[src/rtl/execute_memory_pipe.sv]
// Execute-to-Memory pipeline register with a two-entry main/skid buffer.
// in_ready comes straight from a register. EXMEM_PERF_CNT_EN adds stall/bubble counters.
module execute_memory_pipe #(
    parameter int DATA_W = 16,
    parameter int REG_W  = 4
`ifdef EXMEM_PERF_CNT_EN
    , parameter int CNT_W = 16
`endif
) (
    input  logic              clk,
    input  logic              rst_n,
    input  logic              in_valid,
    output logic              in_ready,
    input  logic [DATA_W-1:0] alu_result_in,
    input  logic [DATA_W-1:0] rd1_in,
    input  logic [REG_W-1:0]  dstReg_in,
    input  logic              zero_in,
    input  logic              reg_write_in,
    input  logic              mem_read_in,
    input  logic              mem_write_in,
    input  logic              flush,
    output logic              out_valid,
    input  logic              out_ready,
    output logic [DATA_W-1:0] alu_result_out,
    output logic [DATA_W-1:0] rd1_out,
    output logic [REG_W-1:0]  dstReg_out,
    output logic              zero_out,
    output logic              reg_write_out,
    output logic              mem_read_out,
    output logic              mem_write_out
`ifdef EXMEM_PERF_CNT_EN
    ,
    output logic [CNT_W-1:0]  stall_cnt,
    output logic [CNT_W-1:0]  bubble_cnt
`endif
);

    typedef struct packed {
        logic [DATA_W-1:0] alu;
        logic [DATA_W-1:0] rd1;
        logic [REG_W-1:0]  dstReg;
        logic              zero;
        logic              regWrite;
        logic              memRead;
        logic              memWrite;
    } payload_t;

    payload_t r_main;
    payload_t r_skid;
    logic     r_mainValid;
    logic     r_skidValid;

    payload_t w_inPayload;
    logic     w_accept;
    logic     w_outXfer;

    assign w_inPayload = '{alu: alu_result_in, rd1: rd1_in, dstReg: dstReg_in,
                           zero: zero_in, regWrite: reg_write_in,
                           memRead: mem_read_in, memWrite: mem_write_in};
    assign in_ready  = ~r_skidValid;
    assign w_accept  = in_valid & ~r_skidValid;
    assign w_outXfer = r_mainValid & out_ready;

    // A full skid blocks input, so the skid->main move never competes with an accept.
    always_ff @(posedge clk) begin
        if (!rst_n) begin
            r_mainValid <= 1'b0;
            r_skidValid <= 1'b0;
            r_main      <= '0;
            r_skid      <= '0;
        end else if (flush) begin
            r_mainValid <= 1'b0;
            r_skidValid <= 1'b0;
        end else if (r_skidValid) begin
            if (w_outXfer) begin
                r_main      <= r_skid;
                r_skidValid <= 1'b0;
            end
        end else if (w_accept) begin
            if (!r_mainValid || out_ready) begin
                r_main      <= w_inPayload;
                r_mainValid <= 1'b1;
            end else begin
                r_skid      <= w_inPayload;
                r_skidValid <= 1'b1;
            end
        end else if (w_outXfer) begin
            r_mainValid <= 1'b0;
        end
    end

    assign out_valid      = r_mainValid;
    assign alu_result_out = r_main.alu;
    assign rd1_out        = r_main.rd1;
    assign dstReg_out     = r_main.dstReg;
    assign zero_out       = r_main.zero;
    assign reg_write_out  = r_main.regWrite & r_mainValid;
    assign mem_read_out   = r_main.memRead  & r_mainValid;
    assign mem_write_out  = r_main.memWrite & r_mainValid;

`ifdef EXMEM_PERF_CNT_EN
    logic [CNT_W-1:0] r_stallCnt;
    logic [CNT_W-1:0] r_bubbleCnt;

    // Saturating counters; flush deliberately leaves them alone.
    always_ff @(posedge clk) begin
        if (!rst_n) begin
            r_stallCnt  <= '0;
            r_bubbleCnt <= '0;
        end else begin
            if (r_mainValid && !out_ready && (r_stallCnt != '1)) begin
                r_stallCnt <= r_stallCnt + CNT_W'(1);
            end
            if (!r_mainValid && (r_bubbleCnt != '1)) begin
                r_bubbleCnt <= r_bubbleCnt + CNT_W'(1);
            end
        end
    end

    assign stall_cnt  = r_stallCnt;
    assign bubble_cnt = r_bubbleCnt;
`endif

endmodule

[config.mk]
export PLATFORM = sky130hd
export DESIGN_NAME = execute_memory_pipe
export DESIGN_NICKNAME = d
export VERILOG_FILES = /design/src/rtl/execute_memory_pipe.sv
export SDC_FILE = /design/constraint.sdc
export NUM_CORES = 1
export LEC_CHECK = 0
export CORE_ASPECT_RATIO = 1.75
export CORE_UTILIZATION = 43
export DETAILED_ROUTE_END_ITERATION = 12
export PLACE_DENSITY = 0.72
export SETUP_SLACK_MARGIN = 0.1
export SLEW_MARGIN = 5
export SYNTH_ARGS = -nofsm -noshare
export SYNTH_HDL_FRONTEND = slang
export SYNTH_SLANG_ARGS = --single-unit
[constraint.sdc]
create_clock -name clk -period 1.36 [get_ports clk]
set_input_delay 0.408 -clock clk [delete_from_list [all_inputs] [get_ports clk]]
set_output_delay 0.408 -clock clk [all_outputs]
set_load 0.03 [all_outputs]
==> flow_metrics.tcl <==
set metrics [dict create \
    failed_checks "negative setup slack" \
    tightest_slew_ns 0.328 \
    pin_count 87 \
    maxClockFrequency_ghz 0.708 \
    yosysWarnings 0 \
    htreeDepth 3 \
    hold_path_cell_cnt 2 \
    critical_path_arrival_ns 1.00 \
    max-slew-margin-rel 0.781 \
    cts.clk_slew.worst_paths_ns 0.06 \
    numClockSinks 82 \
    synth_cells 444 \
    cp_slowest_stage_delay_ns 0.38 \
    power-per-cell-area_mw_per_mm2 1090 \
    grt_setup_unrepaired "yes" \
    report.final.hold_viol_count 0 \
    synth.top_cells.by_area "dfxtp_1 (41%), mux2i_1 (20%), nand2_1 (15%)" \
    hold_slack_ns 0.455 \
    hold_class "reg -> reg" \
    core-area_sq_mm 0.00909 \
    place_worst_setup_slack_ns -0.517 \
    ctsRootBufferMaster "clkbuf_16" \
    setup-tns-final_ns -1.15 \
    cts_tree "built" \
    run_status "finished, violations left" \
    layout.cells.most_common "nand2_1" \
    clock_network_latency_to_the_later_pin_of_the_worst_skew_pair_ns 0.33 \
    worst_ir_drop_vdd_mv 0.616 \
    numCtsBuffers 9 \
    die_height_microns 130 \
    drt_iter0_drc 110 \
    placed_area_sq_mm 0.00473 \
    first_pass_iters 4 \
    min-delay-start "r_skid[14]$_SDFFE_PN0P_" \
    crit_path_max_fanout 6 \
    util_after_layout 0.591 \
    p_leak_nw 2.27 \
    globalRouteTotalUtil 0.184 \
    path_buf_inv 1 \
    finalWirelength_microns 8490 \
    die-width_microns 75.3 \
    detailed_place_hpwl_microns 5490 \
    r2r_start "out_valid$_SDFFE_PP0P_" \
    critical_path.endpoint_type "primary output" \
    finish.net_count 543 \
    fin_worst_skew_ns 0.00495 \
    post-route-drc-count 0 \
    timing.final.max_slew_violations 0 \
    grt_overflow_total 0 \
    cts-hold-fix-buffers 0 \
    yosys_register_bits 82 \
    gp_congestion 0.735 \
    vias 2966 \
    filler_cell_count 831 \
    syn-num-nets 489 \
    cp_data_required_time_ns 0.95 \
    path_class "reg -> out" \
    maxCapViolCount 0 \
    grt_first_pass_wirelength_microns 13700 \
    grt_max_degree 41 \
    synth-seq-area-share 0.406 \
    drt-wirelength-per-cell_microns 13.6 \
    most-common-layout-cells "nand2_1 (160), mux2i_1 (80), dfxtp_1 (60)" \
    syn2layout_area_growth_pct 33.2 \
    timing.rr.end "rd1_out[0]$_SDFFE_PN0P_" \
    antenna_found_initial 0 \
    postSynthAreaPerCell_sq_um 9.10 \
    die_area_sq_mm 0.00980 \
    vias_in_the_first_global_route 3014 \
    worstSetupStartpoint "out_valid$_SDFFE_PP0P_" \
    holdPathEnd "r_skid[14]$_SDFFE_PN0P_" \
    route.antenna.remaining_nets 0 \
    antenna_cells_inserted 0 \
    synth_area_leader_cell "dfxtp_1" \
    final.min_clock_period_ns 1.41 \
    crit_chain "and2_1 -> buf_6" \
    worst_slack_ns -0.0516 \
    initial_standard_cell_utilization_of_the_core 0.444 \
    yosys.area.top_type_share 0.406 \
    placement.io_buffers 86 \
    worst-path-stages 2 \
    ctsLongestPathBuffers 2 \
    via_per_inst 4.76 \
    critPathLaunchType "register" \
    drive_gt1_frac 0.296 \
    worst-r2r-setup-slack_ns -0.04 \
    worst_path_dominant_cell_family "flip-flops" \
    synth.cell_area_sq_mm 0.00404 \
    post-route-period-util 1.04 \
    r2r_cells 5 \
    finish.instance_area_sq_mm 0.00538 \
    yosys.cell_types.count 17 \
    placementRows 46 \
    setup_viol 44 \
    cpMaxStageDelayCell "dfxtp_4" \
]
[where the power goes]
group / internal (W) / switching, W / total (W)
Combinational: 0.000415 / 0.000391 / 0.000806
Clock: 0.00162 / 0.000911 / 0.00254
Sequential: 0.00248 / 0.0000497 / 0.00253
[final cells by class]
| class | count | area, sq um | share of cell area |
|---|---|---|---|
| clock inverter | 1 | 30.0 | 0.00558 |
| inverter | 2 | 7.51 | 0.00140 |
| sequential | 82 | 1670 | 0.311 |
| multi-input combinational | 292 | 1950 | 0.363 |
| tap | 120 | 150 | 0.0279 |
| clock buffer | 15 | 288 | 0.0535 |
| timing repair buffer | 111 | 1270 | 0.237 |
[flip-flops by register name, indices dropped and copies added (netlist names)]
| signal | flops |
|---|---|
| alu_result_out | 16 |
| dstReg_out | 4 |
| out_valid | 1 |
| r_main | 3 |
| r_skid | 40 |
| r_skidValid | 1 |
| rd1_out | 16 |
| zero_out | 1 |
[stage by stage]
stage / instances / total power, W
5_1_grt: 623 / 0.00609
4_1_cts: 621 / 0.00591
6_report: 623 / 0.00587
2_1_floorplan: 444 / 0.00310
3_5_place_dp: 598 / 0.00334
3_3_place_gp: 598 / 0.00332
[cells by family (layout without fill, tap and decap cells)]
| kind of cell | count (synthesis) | count (layout) | share of synthesized area |
|---|---|---|---|
| compound gates | 4 | 4 | 0.00712 |
| mux | 120 | 120 | 0.310 |
| flops | 82 | 82 | 0.406 |
| simple gates | 168 | 168 | 0.163 |
| buf+inv | 70 | 129 | 0.113 |
[worst max-delay path by stage]
stage | endpoint | slack (ns)
after floorplan | alu_result_out[0]$_SDFFE_PN0P_ | 0.03
after global placement | alu_result_out[5]$_SDFFE_PN0P_ | -0.46
after detailed placement | r_skid[17]$_SDFFE_PN0P_ | -0.52
after CTS | mem_write_out | -0.06
after global routing | alu_result_out[6]$_SDFFE_PN0P_ | -0.09
final | mem_write_out | -0.05
[timing repair]
action,CTS,global route
gates resized for setup,31,33
endpoints found under the hold margin,0,0
cloned,3,2
endpoints found under the setup margin,92,103
buffers inserted,4,1
pin swaps,2,1
[synthesized netlist by cell type]
library cell / n
nand2b_4: 1
nand2_1: 162
mux2i_1: 80
a221o_1: 1
buf_6: 5
a21oi_1: 1
inv_1: 2
mux2_2: 40
o21ai_0: 1
dfxtp_1: 82
buf_4: 40
nand2b_1: 1
nor4_2: 1
buf_2: 6
a221oi_1: 1
clkbuf_1: 17
and2_1: 3
[worst register-to-register path, cell delays in order (launching register included)]
cell     delay (ns)
dfxtp_4        0.38
buf_6          0.11
nand2_2        0.04
a221o_2        0.41
buf_12         0.19
mux2i_1        0.15
[routing by layer]
layer  vias up  routed length [microns]  track usage
met1      1378                     3710        0.214
met3        12                      301       0.0432
met5         -                        0            0
met4         0                      150       0.0763
met2        58                     4330        0.317
li1       1518                        -            -
Power figures use the tool's default switching activity.
